--- src/rtl/nrx_rom_loader.sv ---
// HPS ioctl download to game-core ROM write port, with core-reset sequencing around the download.
// Define NRX_ROM_LOADER_CHECKSUM_EN to build the additive byte checksum on SUM.
module nrx_rom_loader #(
    parameter int unsigned HOLD_CYC = 16,
    parameter logic [24:0] TOP_AD   = 25'h051FF
) (
    input  logic        CLK,
    input  logic        RST_N,
    input  logic        DL,
    input  logic        WR,
    input  logic [24:0] AD,
    input  logic [7:0]  DT,
    output logic [15:0] ROMAD,
    output logic [7:0]  ROMDT,
    output logic        ROMEN,
    output logic [1:0]  REGION,
    output logic        CORE_RST,
    output logic        ERR,
    output logic [7:0]  SUM
);
    localparam int unsigned CW = (HOLD_CYC < 2) ? 1 : $clog2(HOLD_CYC + 1);

    typedef enum logic [1:0] {IDLE, LOAD, HOLD, RUN} state_t;

    state_t        state, state_nxt;
    logic [CW-1:0] cnt, cnt_nxt;
    logic          dl_start;
    logic          accept;
    logic          in_range;
    logic [1:0]    region_dec;

    always_ff @(posedge CLK or negedge RST_N) begin
        if (!RST_N) begin
            state <= IDLE;
            cnt   <= '0;
        end else begin
            state <= state_nxt;
            cnt   <= cnt_nxt;
        end
    end

    // An aborted hold leaves cnt as-is; the next DL fall reloads it.
    always_comb begin
        state_nxt = state;
        cnt_nxt   = cnt;
        dl_start  = 1'b0;
        case (state)
            IDLE, RUN: begin
                if (DL) begin
                    state_nxt = LOAD;
                    dl_start  = 1'b1;
                end
            end
            LOAD: begin
                if (!DL) begin
                    if (HOLD_CYC == 0) begin
                        state_nxt = RUN;
                    end else begin
                        state_nxt = HOLD;
                        cnt_nxt   = CW'(HOLD_CYC);
                    end
                end
            end
            HOLD: begin
                if (DL) begin
                    state_nxt = LOAD;
                end else begin
                    cnt_nxt = cnt - 1'b1;
                    if (cnt == CW'(1)) state_nxt = RUN;
                end
            end
            default: state_nxt = IDLE;
        endcase
    end

    assign CORE_RST = (state != RUN);
    assign accept   = WR && DL && (state == LOAD);
    assign in_range = (AD <= TOP_AD);

    always_comb begin
        if (AD < 25'h0004000)      region_dec = 2'd0;
        else if (AD < 25'h0005000) region_dec = 2'd1;
        else                       region_dec = 2'd2;
    end

    always_ff @(posedge CLK or negedge RST_N) begin
        if (!RST_N) begin
            ROMAD  <= '0;
            ROMDT  <= '0;
            ROMEN  <= 1'b0;
            REGION <= '0;
            ERR    <= 1'b0;
        end else begin
            ROMEN <= accept && in_range;
            if (accept && in_range) begin
                ROMAD  <= AD[15:0];
                ROMDT  <= DT;
                REGION <= region_dec;
            end
            if (dl_start)
                ERR <= 1'b0;
            else if (accept && !in_range)
                ERR <= 1'b1;
        end
    end

`ifdef NRX_ROM_LOADER_CHECKSUM_EN
    logic [7:0] sum_q;

    always_ff @(posedge CLK or negedge RST_N) begin
        if (!RST_N)
            sum_q <= '0;
        else if (dl_start)
            sum_q <= '0;
        else if (accept && in_range)
            sum_q <= sum_q + DT;
    end

    assign SUM = sum_q;
`else
    assign SUM = 8'h00;
`endif

endmodule

--- config.mk ---
export PLATFORM = sky130hd
export DESIGN_NAME = nrx_rom_loader
export DESIGN_NICKNAME = d
export VERILOG_FILES = /design/src/rtl/nrx_rom_loader.sv
export SDC_FILE = /design/constraint.sdc
export NUM_CORES = 1
export LEC_CHECK = 0
export CAP_MARGIN = 15
export CELL_PAD_IN_SITES_DETAIL_PLACEMENT = 1
export CELL_PAD_IN_SITES_GLOBAL_PLACEMENT = 2
export CORE_MARGIN = 2
export CORE_UTILIZATION = 26
export CTS_CLUSTER_DIAMETER = 30
export CTS_CLUSTER_SIZE = 25
export DETAILED_ROUTE_END_ITERATION = 10
export GPL_ROUTABILITY_DRIVEN = 0
export HOLD_SLACK_MARGIN = 0.1
export PLACE_DENSITY = 0.77
export RECOVER_POWER = 100
export SLEW_MARGIN = 20
export SYNTH_ARGS = -nofsm -noshare
export SYNTH_HDL_FRONTEND = slang
export SYNTH_SLANG_ARGS = --single-unit
export TNS_END_PERCENT = 50
--- constraint.sdc ---
create_clock -name CLK -period 2.5 [get_ports CLK]
set_input_delay 0.5 -clock CLK [delete_from_list [all_inputs] [get_ports CLK]]
set_output_delay 0.5 -clock CLK [all_outputs]
set_load 0.02 [all_outputs]
## After elaboration in Yosys (flattened, before gate mapping)

Index checks and enable logic that the tools add are counted.

| storage, ports and cells | value |
|---|---|
| register bits | 35 |
| bits of input ports | 37 |
| word-level logic and storage cells | 45 |

| operators by class | value |
|---|---|
| $add $sub $neg | 1 |
| order comparisons | 3 |
| equal/unequal tests | 9 |
| mux-type cells | 14 |
| reductions and logical operators | 11 |

Operator list:

| kind | number |
|---|---|
| $lt A25 B15 Y1 const B | 2 |
| $le A25 B15 Y1 const B | 1 |
| $mux W2 | 6 |
| $mux W5 | 2 |
| $pmux W5 S2 | 1 |
| $ne A2 B2 Y1 const B | 4 |
| $pmux W2 S3 | 1 |
| $reduce_and A3 Y1 | 2 |
| $eq A5 B1 Y1 const B | 1 |
| $sub A5 B1 Y5 const B | 1 |
| $eq A2 B2 Y1 const B | 2 |
| $logic_and A1 B1 Y1 | 4 |
| $mux W1 | 4 |
| $reduce_bool A2 Y1 | 2 |
| $ne A3 B3 Y1 const B | 1 |
| $eq A2 B1 Y1 const B | 1 |
| $logic_not A2 Y1 | 1 |
| $reduce_or A2 Y1 | 1 |
| $logic_not A1 Y1 | 1 |

## Logic depth before layout (Yosys ltp)

| depth | value |
|---|---|
| depth after elaboration | 5 |
| gate-level depth with buffers | 7 |
| depth with buffers taken out | 7 |

## Least setup slack after synthesis

Ideal clock, no wire load.

| timing | value |
|---|---|
| path kind | input -> register |
| start | in AD[23] |
| end | reg ROMAD[0] |
| library setup time | 125 ps |
| data arrival time | 1953 ps |
| required time | 2375 ps |
| slack | 422 ps |
| stages | 6 |
| buffers on the path | 1 |
| cells stage by stage | nor4_1 -> nand3_1 -> a2111oi_4 -> o21ai_2 -> buf_6 -> mux2_4 |

| on the way | value |
|---|---|
| cells in the longest elaborated chain, start to end | 2 |

Ends and longest elaborated chain:

| element | RTL line | source |
|---|---|---|
| start: declaration | 11 | `input logic [24:0] AD,` |
| $le A25 B15 Y1 | 78 | `assign in_range = (AD <= TOP_AD);` |
| $logic_and A1 B1 Y1 | 95 | `if (accept && in_range) begin` |
| end signal: assignment | 96 | `ROMAD <= AD[15:0];` |
| end: declaration | 13 | `output logic [15:0] ROMAD,` |

Every way passes these cells.
A chain may end at the register's enable or synchronous reset.

## Worst setup path after layout

| timing | value |
|---|---|
| start | in AD[19] |
| end | reg ROMDT[4] |

| on the way | value |
|---|---|
| cells in the longest elaborated chain, start to end | 2 |

Ends and longest elaborated chain:

| element | RTL line | source |
|---|---|---|
| $le A25 B15 Y1 | 78 |  |
| $logic_and A1 B1 Y1 | 95 |  |
| end signal: assignment | 89 | `ROMDT <= '0;` |
| end signal: assignment | 97 | `ROMDT <= DT;` |
| end: declaration | 14 | `output logic [7:0] ROMDT,` |

Every way passes these cells.

==> key figures <==
Clock tree
  • Hold buffers post-CTS: 0
  • CTS resizes: 0
  • CTS tree: built
  • Num Clock Sinks: 35
  • Clk root buf: clkbuf_8
  • CTS Buf Count: 5
  • Post-CTS Setup Bufs: 0
  • Clk slew on worst S/H paths: 70 ps
  • Worst-case clock buffer depth: 2
  • Worst skew pair latency: approximately 290 ps
  • CTS HTree Levels: 2

Logic synthesis
  • Syn_area_per_cell: around 13 um2
  • Synth Register Bits: 35
  • Mapped Area: between 0.0015 and 0.002 mm2
  • Netlist cell types: 39
  • Synth Instances: about 130
  • Sequential element share of the synthesized area: 51.2%
  • Ys Warns: 0

Power
  • Clk pwr share: between 20% and 30%
  • Peak supply drop: ~0.18 mV
  • Sw power: 0.448 mW
  • Cell internal pwr: 0.987 mW
  • Net Sw Frac: 31.2%
  • PwrDens: 577 mW/mm2
  • Pleak: around 1.2 nW
  • Reg power frac: 45.9%
  • Comb pwr share: approximately 26%

Critical path
  • Worst Path Required: 2670 ps
  • Delay-heaviest family, CP: buffers and inverters
  • Slowest stage delay, CP: between 400 and 500 ps
  • Slowest-stage cell, CP: a2111oi_4
  • R2r setup slk: just under 700 ps
  • Max Fanout on Critical Path: 14
  • CP arrival: 2440 ps
  • CP Buf/Inv Count: 2
  • Critical path class: input pin to register
  • Critical Path Source Type: input pin
  • Cells along the critical path: clkdlybuf4s50_1, nor4_1, nand3_1, a2111oi_4, o21ai_4, buf_12, mux2_1
  • Worst Setup End Kind: register

Finish
  • Antenna diodes: 0
  • Final Non-Filler Cells: ~280
  • Share of cells above drive strength 1: slightly below 9%
  • Area delta synth->final: 45.4%
  • Nets: around 250

Detailed routing
  • Via count: 1259
  • Vias per inst: around 4.5
  • Routed Antenna Nets: 0
  • Drt pass-1 iters: 4
  • Starting DRT DRC Count: 16
  • Drt drc: 0
  • WL/cell: between 10 and 15 um
  • Drt total wl: around 4000 um

Hold path
  • Hold WC Path Type: register to register

Status
  • Violated checks: max-capacitance violations, max-slew violations
  • Outcome: finished, violations left

Floorplan
  • DIE WIDTH: 85.1 um
  • Row count: 29
  • Core ar.: between 0.006 and 0.007 mm2
  • Starting Density: a little over a quarter
  • Die area: 0.00724 mm2
  • IO Count: 74
  • Die Y: around 85 um

STA
  • Setup ws final: between 200 and 250 ps
  • Max Slew Vio Count: 36
  • Final hold viol count: 0
  • Slew HR: -30.8%
  • Slew @ Worst Pin: between 1500 and 2000 ps
  • Final period util: approximately 90%
  • Clk_skew: 4.53 ps
  • Final setup fails: 0
  • RSZ-0062 raised after global routing: no
  • Fmax achieved: approximately 440 MHz
  • Min Tclk post-route: about 2300 ps
  • Setup TNS: 0 ps

Placed design
  • Placed instance count: about 270
  • Post-Place Setup Slack: -124 ps
  • Placed wire-length estimate: a little over 3000 um
  • Number of port buffers: 65

Global routing
  • Vias in the first global route: between 1k and 1.5k
  • GRT Total Usage: between 10% and 20%
  • Global-route wire length before repair: around 6600 um
  • Antenna violations before repair: 0
  • Pin count of the biggest net entering global routing: 36
  • Total gr overflow: 0

Run
  • Total of max-cap violations: 1
-- layout make-up --
class / count / area [um2]
Sequential cell: 35 / 876
Inverter: 6 / 22.5
Clock buffer: 6 / 72.6
Timing Repair Buffer: 71 / 711
Tap cell: 77 / 96.3
Fill cell: 693 / 3860
Clock inverter: 2 / 12.5
Multi-Input combinational cell: 85 / 696
-- power by group through the flow --
stage / Clock [mW] / Combinational [mW] / Sequential, mW
2_1_floorplan: 0 / 0.237 / 0.667
3_3_place_gp: 0 / 0.375 / 0.671
3_5_place_dp: 0 / 0.388 / 0.673
4_1_cts: 0.431 / 0.390 / 0.662
5_1_grt: 0.456 / 0.427 / 0.667
6_report: 0.404 / 0.372 / 0.659
-- through the flow --
step	hold WS (ps)	area, um2	total power [mW]	utilization [%]
finish	492	2490	1.44	39.2
global route	517	2490	1.55	39.2
CTS	321	2550	1.48	40.2
detailed placement	483	2470	1.06	38.8
global placement	477	2470	1.05	38.8
floorplan	204	1740	0.904	-
-- kinds of logic (layout without fill, tap and decap cells) --
kind of cell	after synthesis	after routing	synth area share, %
flip-flops	35	35	51.2
other	1	8	0.219
AO/OA/AOI/OAI	20	20	9.51
buffers and inverters	18	85	6.58
multiplexers	24	24	19.5
AND/OR/NAND/NOR	27	27	8.56
adder cells (fa/ha/maj)	6	6	4.39
-- layer usage --
| layer | vias to the layer above | global-route usage (%) | share of wire, % |
|---|---|---|---|
| met2 | 47 | 20.0 | 48 |
| met4 | 0 | 4.76 | 1.5 |
| met3 | 5 | 5.06 | 8.0 |
| li1 | 589 | - | - |
| met1 | 618 | 13.2 | 42 |
| met5 | - | 0 | 0 |
-- flip-flops by register name (all words and copies together), names as in the netlist --
signal  cells
ERR         1
REGION      2
ROMAD      16
ROMDT       8
ROMEN       1
cnt         5
state       2
-- final timing paths --
path                                  startpoint  depth (start not counted)                    end
max in group asynchronous                  RST_N                          1  ROMAD[12]$_DFFE_PN0P_
min                        REGION[0]$_DFFE_PN0P_                          1  REGION[0]$_DFFE_PN0P_
max                                       AD[19]                          7   ROMDT[4]$_DFFE_PN0P_
max reg2reg                 state[1]$_DFFE_PN0P_                          6   ROMDT[4]$_DFFE_PN0P_
min in group asynchronous                  RST_N                          1   ROMDT[2]$_DFFE_PN0P_
min reg2reg                REGION[0]$_DFFE_PN0P_                          1  REGION[0]$_DFFE_PN0P_
-- synthesized netlist by cell type --
| master | instances | share of area (%) |
|---|---|---|
| nand2_1 | 6 | 1.3 |
| a2111oi_2 | 1 | 0.88 |
| buf_6 | 2 | 1.3 |
| or3_1 | 2 | 0.73 |
| a2bb2oi_1 | 1 | 0.51 |
| a22o_1 | 2 | 1.0 |
| nor2_1 | 4 | 0.88 |
| inv_2 | 1 | 0.22 |
| nor3_1 | 2 | 0.59 |
| nand3_1 | 2 | 0.59 |
| nor2b_1 | 1 | 0.37 |
| nand3b_1 | 1 | 0.44 |
| mux2_4 | 17 | 15 |
| a21oi_1 | 4 | 1.2 |
| mux2_1 | 6 | 3.9 |
| clkbuf_1 | 1 | 0.22 |
| a21o_1 | 1 | 0.44 |
| ha_1 | 6 | 4.4 |
| o21bai_1 | 1 | 0.44 |
| buf_4 | 8 | 3.5 |
| or4b_1 | 1 | 0.59 |
| inv_1 | 5 | 1.1 |
| o21ai_2 | 1 | 0.51 |
| buf_1 | 1 | 0.22 |
| a211oi_1 | 1 | 0.44 |
| o21ai_0 | 3 | 0.88 |
| conb_1 | 1 | 0.22 |
| o21a_1 | 1 | 0.44 |
| a2111oi_4 | 1 | 1.6 |
| dfrtp_1 | 35 | 51 |
| a32o_1 | 1 | 0.59 |
| nor3b_1 | 2 | 0.88 |
| o21ai_1 | 2 | 0.59 |
| nor4_1 | 2 | 0.73 |
| nand4_1 | 1 | 0.37 |
| nand2b_1 | 1 | 0.37 |
| and3_1 | 1 | 0.37 |
| mux2_2 | 1 | 0.66 |
| and2_1 | 1 | 0.37 |
-- cell usage in the layout (no fill, tap or decap), drive strengths merged, types with 2 or more instances in the layout --
cell type	instances
o21ai	6
a2111oi	2
nor3b	2
inv	6
mux2	24
a21oi	4
dfrtp	35
nand2	6
dlygate4sd3	29
clkbuf	8
buf	5
nor4	2
ha	6
or3	2
nor2	4
nor3	2
conb	8
clkdlybuf4s50	35
nand3	2
a22o	2
(Power assumes the default switching activity.)
